File: config.mk
export PLATFORM = sky130hd
export DESIGN_NAME = serial_2com_conv
export DESIGN_NICKNAME = d
export VERILOG_FILES = /design/src/rtl/serial_2com_pkg.sv /design/src/rtl/serial_2com_conv_cell.sv /design/src/rtl/serial_2com_conv.sv
export SDC_FILE = /design/constraint.sdc
export NUM_CORES = 1
export LEC_CHECK = 0
export BUFFER_PORTS_ARGS = -buffer_cell sky130_fd_sc_hd__buf_2
export CAP_MARGIN = 20
export CELL_PAD_IN_SITES_DETAIL_PLACEMENT = 1
export CELL_PAD_IN_SITES_GLOBAL_PLACEMENT = 2
export CORE_ASPECT_RATIO = 0.9
export CORE_MARGIN = 1.5
export CORE_UTILIZATION = 32
export CTS_CLUSTER_DIAMETER = 40
export DETAILED_ROUTE_END_ITERATION = 8
export PLACE_DENSITY = 0.81
export SLEW_MARGIN = 40
export SYNTH_ARGS = -nofsm -noshare
export SYNTH_HDL_FRONTEND = slang
export SYNTH_HIERARCHICAL = 1
export SYNTH_SLANG_ARGS = --single-unit
File: constraint.sdc
create_clock -name clk -period 3.5 [get_ports clk]
set_clock_uncertainty 0.2 [all_clocks]
set_input_delay 0.175 -clock clk [delete_from_list [all_inputs] [get_ports clk]]
set_output_delay 0.175 -clock clk [all_outputs]
set_load 0.02 [all_outputs]
File: src/rtl/serial_2com_pkg.sv
// Shared types and sizing helpers for the bit-serial two's-complement converter.
package serial_2com_pkg;

  typedef enum logic [1:0] {
    IDLE  = 2'd0,
    SHIFT = 2'd1,
    DONE  = 2'd2
  } state_t;

  // Bit counter must reach WIDTH, so it needs clog2(WIDTH+1) bits
  function automatic int unsigned cnt_width(input int unsigned width);
    return $clog2(width + 1);
  endfunction

endpackage

File: src/rtl/serial_2com_conv_cell.sv
// Copy/invert cell: pass bits through until the first one, invert afterwards.
module serial_2com_cell (
  input  logic b,
  input  logic seen_one,
  output logic ser_bit,
  output logic seen_one_nxt
);

  assign ser_bit      = seen_one ^ b;
  assign seen_one_nxt = seen_one | b;

endmodule

File: src/rtl/serial_2com_conv.sv
// Bit-serial two's-complement converter, LSB first, one bit per clock.
// Optional overflow flag output enabled by defining SERIAL_2COM_OVF_EN.
module serial_2com_conv
  import serial_2com_pkg::*;
#(
  parameter int unsigned WIDTH = 4
) (
  input  logic             clk,
  input  logic             rst,
  input  logic             in_valid,
  output logic             in_ready,
  input  logic [WIDTH-1:0] B,
  output logic             out_valid,
  input  logic             out_ready,
  output logic [WIDTH-1:0] complement_2,
`ifdef SERIAL_2COM_OVF_EN
  output logic             ovf,
`endif
  output logic             ser_bit,
  output logic             ser_valid
);

  localparam int unsigned CW = cnt_width(WIDTH);
`ifdef SERIAL_2COM_OVF_EN
  localparam logic [WIDTH-1:0] MIN_NEG = {1'b1, {(WIDTH-1){1'b0}}};
`endif

  state_t          state;
  logic [WIDTH-1:0] shreg;
  logic             seen_one;
  logic [CW-1:0]    cnt;
  logic             cur_bit;
  logic             seen_nxt;

  serial_2com_cell u_cell (
    .b            (shreg[0]),
    .seen_one     (seen_one),
    .ser_bit      (cur_bit),
    .seen_one_nxt (seen_nxt)
  );

  // ser_valid is only high in SHIFT, so this gate gives ser_bit=0 elsewhere
  assign ser_bit = ser_valid & cur_bit;

  // FSM, datapath and registered handshake outputs
  always_ff @(posedge clk) begin
    if (rst) begin
      state        <= IDLE;
      in_ready     <= 1'b1;
      out_valid    <= 1'b0;
      ser_valid    <= 1'b0;
      shreg        <= '0;
      seen_one     <= 1'b0;
      cnt          <= '0;
      complement_2 <= '0;
`ifdef SERIAL_2COM_OVF_EN
      ovf          <= 1'b0;
`endif
    end else begin
      case (state)
        IDLE: begin
          if (in_valid && in_ready) begin
            shreg        <= B;
            seen_one     <= 1'b0;
            cnt          <= '0;
            complement_2 <= '0;
            in_ready     <= 1'b0;
            ser_valid    <= 1'b1;
            state        <= SHIFT;
`ifdef SERIAL_2COM_OVF_EN
            ovf          <= (B == MIN_NEG);
`endif
          end
        end
        SHIFT: begin
          shreg        <= shreg >> 1;
          seen_one     <= seen_nxt;
          complement_2 <= {cur_bit, complement_2[WIDTH-1:1]};
          cnt          <= cnt + CW'(1);
          if (cnt == CW'(WIDTH - 1)) begin
            ser_valid <= 1'b0;
            out_valid <= 1'b1;
            state     <= DONE;
          end
        end
        DONE: begin
          if (out_ready) begin
            out_valid <= 1'b0;
            in_ready  <= 1'b1;
            state     <= IDLE;
          end
        end
        default: begin
          out_valid <= 1'b0;
          ser_valid <= 1'b0;
          in_ready  <= 1'b1;
          state     <= IDLE;
        end
      endcase
    end
  end

endmodule

==> flow_summary.yaml <==
setup_path:
  crit_path_cell_trace: "inv_1 > ha_1 > and2_1 > buf_2"
  cp_max_fo: 2
  cp_slowest_cell: "dfxtp_1"
  cp-start-kind: "register"
  path_class: "register to primary output"
  critPathArrivalTime_ps: 1300
  slowest_delay_ps: 360
  worstPathRequired_ps: 3120
  crit_path_end_kind: "primary output"
cts:
  cts_max_path_buffers: 2
  path_clk_slew_ps: 100
  cts_made_buffers: 3
  htreeDepth: 1
  tritoncts: "yes"
  cts.sinks: 17
  cts-root-buf: "clkbuf_4"
  worstSkewPairLatency_ps: 300
placement:
  dp.cells: 123
  portBuffers: 15
  gp_congestion: 0.696
  pre_cts_ws_ps: 1940
  dp_hpwl_um: 1180
final_layout:
  final_core_util_pct: 39.8
  fillers: 284
  nets: 114
  diodes: 0
  area.growth.synth_to_final_pct: 15.3
  layout-drive-gt1-share_pct: 21.6
  instances_no_fill: 129
grt:
  grt_pass1_wl_um: 2760
  antenna_found_initial: 0
  grt_max_degree: 19
  grt-ovfl-total: 0
  use_met2_pct: 23.1
  grt_pass1_vias: 625
  use_met3_pct: 5.52
  gr-usage-all-layers_pct: 14.3
  busiest_layer: "met2"
  gr-usage-met1_pct: 16.9
die:
  initial_core_util_pct: 34.5
  dieArea_um2: 2680
  die_h_um: 49.3
  core-area_um2: 2200
  chipWidth_um: 54.4
  rows: 16
  num_io_pins: 16
logic_synthesis:
  async_flop_share_pct: 0
  ys_ff_latch: 17
  yosys_warnings: 6
  syn_avg_cell_area_um2: 8.85
  syn_inst: 86
  synth_edf_count: 0
  syn_nets: 97
  synth_top_area_share_pct: 44.7
  ys_seq_area_share_pct: 44.7
  yosys.area.top_type: "dfxtp_1"
  synth_area_um2: 761
  synth_ff_type: "dfxtp_1"
  synthTopCellsByArea: "dfxtp_1 (45%), a21oi_1 (7.2%), ha_1 (4.9%)"
  yosysUniqueCellTypes: 23
detailed_routing:
  vias: 632
  drt_first_iter_violations: 4
  wl_um: 1600
  avgViaCountPerCell: 4.90
  wl_per_cell_um: 12.4
  firstDrtPassIters: 3
  remaining_drc_errors: 0
  ant_nets: 0
sta:
  timing.final.ws_setup_ps: 1820
  min_period_ps: 1680
  final.setup.tns_ps: 0
  tightest_slew_ps: 549
  final-hold-violation-count: 0
  slew_headroom_pct: 63.4
  fmax_ghz: 0.597
  period_share_pct: 47.9
  finalSetupViolations: 0
  slew_violations: 0
  rsz0062_at_grt: "false"
outcome:
  run_status: "finished clean"
power_and_ir_drop:
  power_density_nw_per_um2: 435
  vdd_drop_max_mv: 0.275
  power.leakage_nw: 0.351
job:
  maxCapViolCount: 0
hold_path:
  hold_path_class: "primary input to register"
## cells by family (layout without fill, tap and decap cells)
kind of cell | count (synthesis) | after routing | synth area share, %
multiplexers | 3 | 3 | 3.95
AND/OR/NAND/NOR | 27 | 27 | 18.6
flip-flops | 17 | 17 | 44.7
AO/OA/AOI/OAI | 26 | 26 | 19.7
adder cells (fa/ha/maj) | 3 | 3 | 4.93
buffers and inverters | 10 | 26 | 8.06
## through the flow
step           hold slack (ps)  total power, mW  area (um^2)
4_1_cts                   27.4            0.388          877
3_5_place_dp               228            0.273          827
3_3_place_gp               225            0.271          827
2_1_floorplan              115            0.262          761
5_1_grt                   49.6            0.404          877
6_report                  24.7            0.382          877
## flip-flops by register name, indices dropped and copies added (netlist names)
signal	cells
seen_one	1
ser_valid	1
complement_2	4
cnt	3
state	2
in_ready	1
out_valid	1
shreg	4
## placed cells by master (no fill, tap or decap), drive strengths merged
cell type     n
and2          1
ha            3
nor2b         1
nor2          7
o21ai         7
o21a          2
inv           5
o31ai         1
dfxtp        17
nand2b        1
clkbuf        3
buf          15
and4bb        1
nor3b         1
a21oi        11
clkinvlp      1
nand2        10
dlygate4sd3   2
nor3          4
o21bai        1
and3b         1
mux2i         3
a211oi        4
## critical path, delay by kind of cell, from the launching register on
kind                       cells  cell delay (ps)
and+or+nand+nor                1              160
DFF                            1              360
buffers and inverters          2              200
adders and majority gates      1              290
## power by group
group	switching [mW]	internal, mW	leakage (nW)
combinational	0.0327	0.0240	0.198
clock	0.0688	0.0435	0.0139
sequential	0.00847	0.204	0.139
## path summary, 6_finish.rpt
kind | slack, ps | end | start | cells past startpoint
min | 20 | shreg[2] | B[2] | 3
max reg2reg | 1930 | shreg[0] | state[1] | 3
min reg2reg | 280 | complement_2[2] | complement_2[3] | 2
max | 1820 | ser_bit | shreg[0] | 4
## layout make-up
cell class / instances / area (um^2) / area share [%]
Inverter: 5 / 18.8 / 2.14
Timing Repair Buffer: 17 / 95.1 / 10.8
Tap cell: 27 / 33.8 / 3.85
Clock inverter: 1 / 7.51 / 0.856
Clock buffer: 3 / 22.5 / 2.57
Sequential cell: 17 / 340 / 38.8
Multi-Input combinational cell: 59 / 359 / 40.9
## cell usage after synthesis, types with 2 or more instances
master,count
ha_1,3
a21oi_1,11
o21ai_0,7
dfxtp_1,17
nor2_1,6
nor3_1,4
clkbuf_1,3
a211oi_1,4
o21a_1,2
nand2_1,10
inv_1,5
mux2i_1,3
## routing by layer
| layer | vias to the layer above | share of wire [%] | wire, um |
|---|---|---|---|
| li1 | 331 | - | - |
| met1 | 293 | 49 | 783 |
| met2 | 6 | 47 | 756 |
| met3 | 2 | 3.0 | 48 |
| met4 | 0 | 0.94 | 15 |
| met5 | - | 0 | 0 |
## timing repair
| action | 4_1_cts | 5_1_grt |
|---|---|---|
| hold buffers | 2 | 0 |
| setup buffers | 0 | 0 |
| gates resized for setup | 0 | 0 |
| endpoints found under the hold margin | 2 | 0 |
No activity file was read; power rests on OpenSTA's default activity.
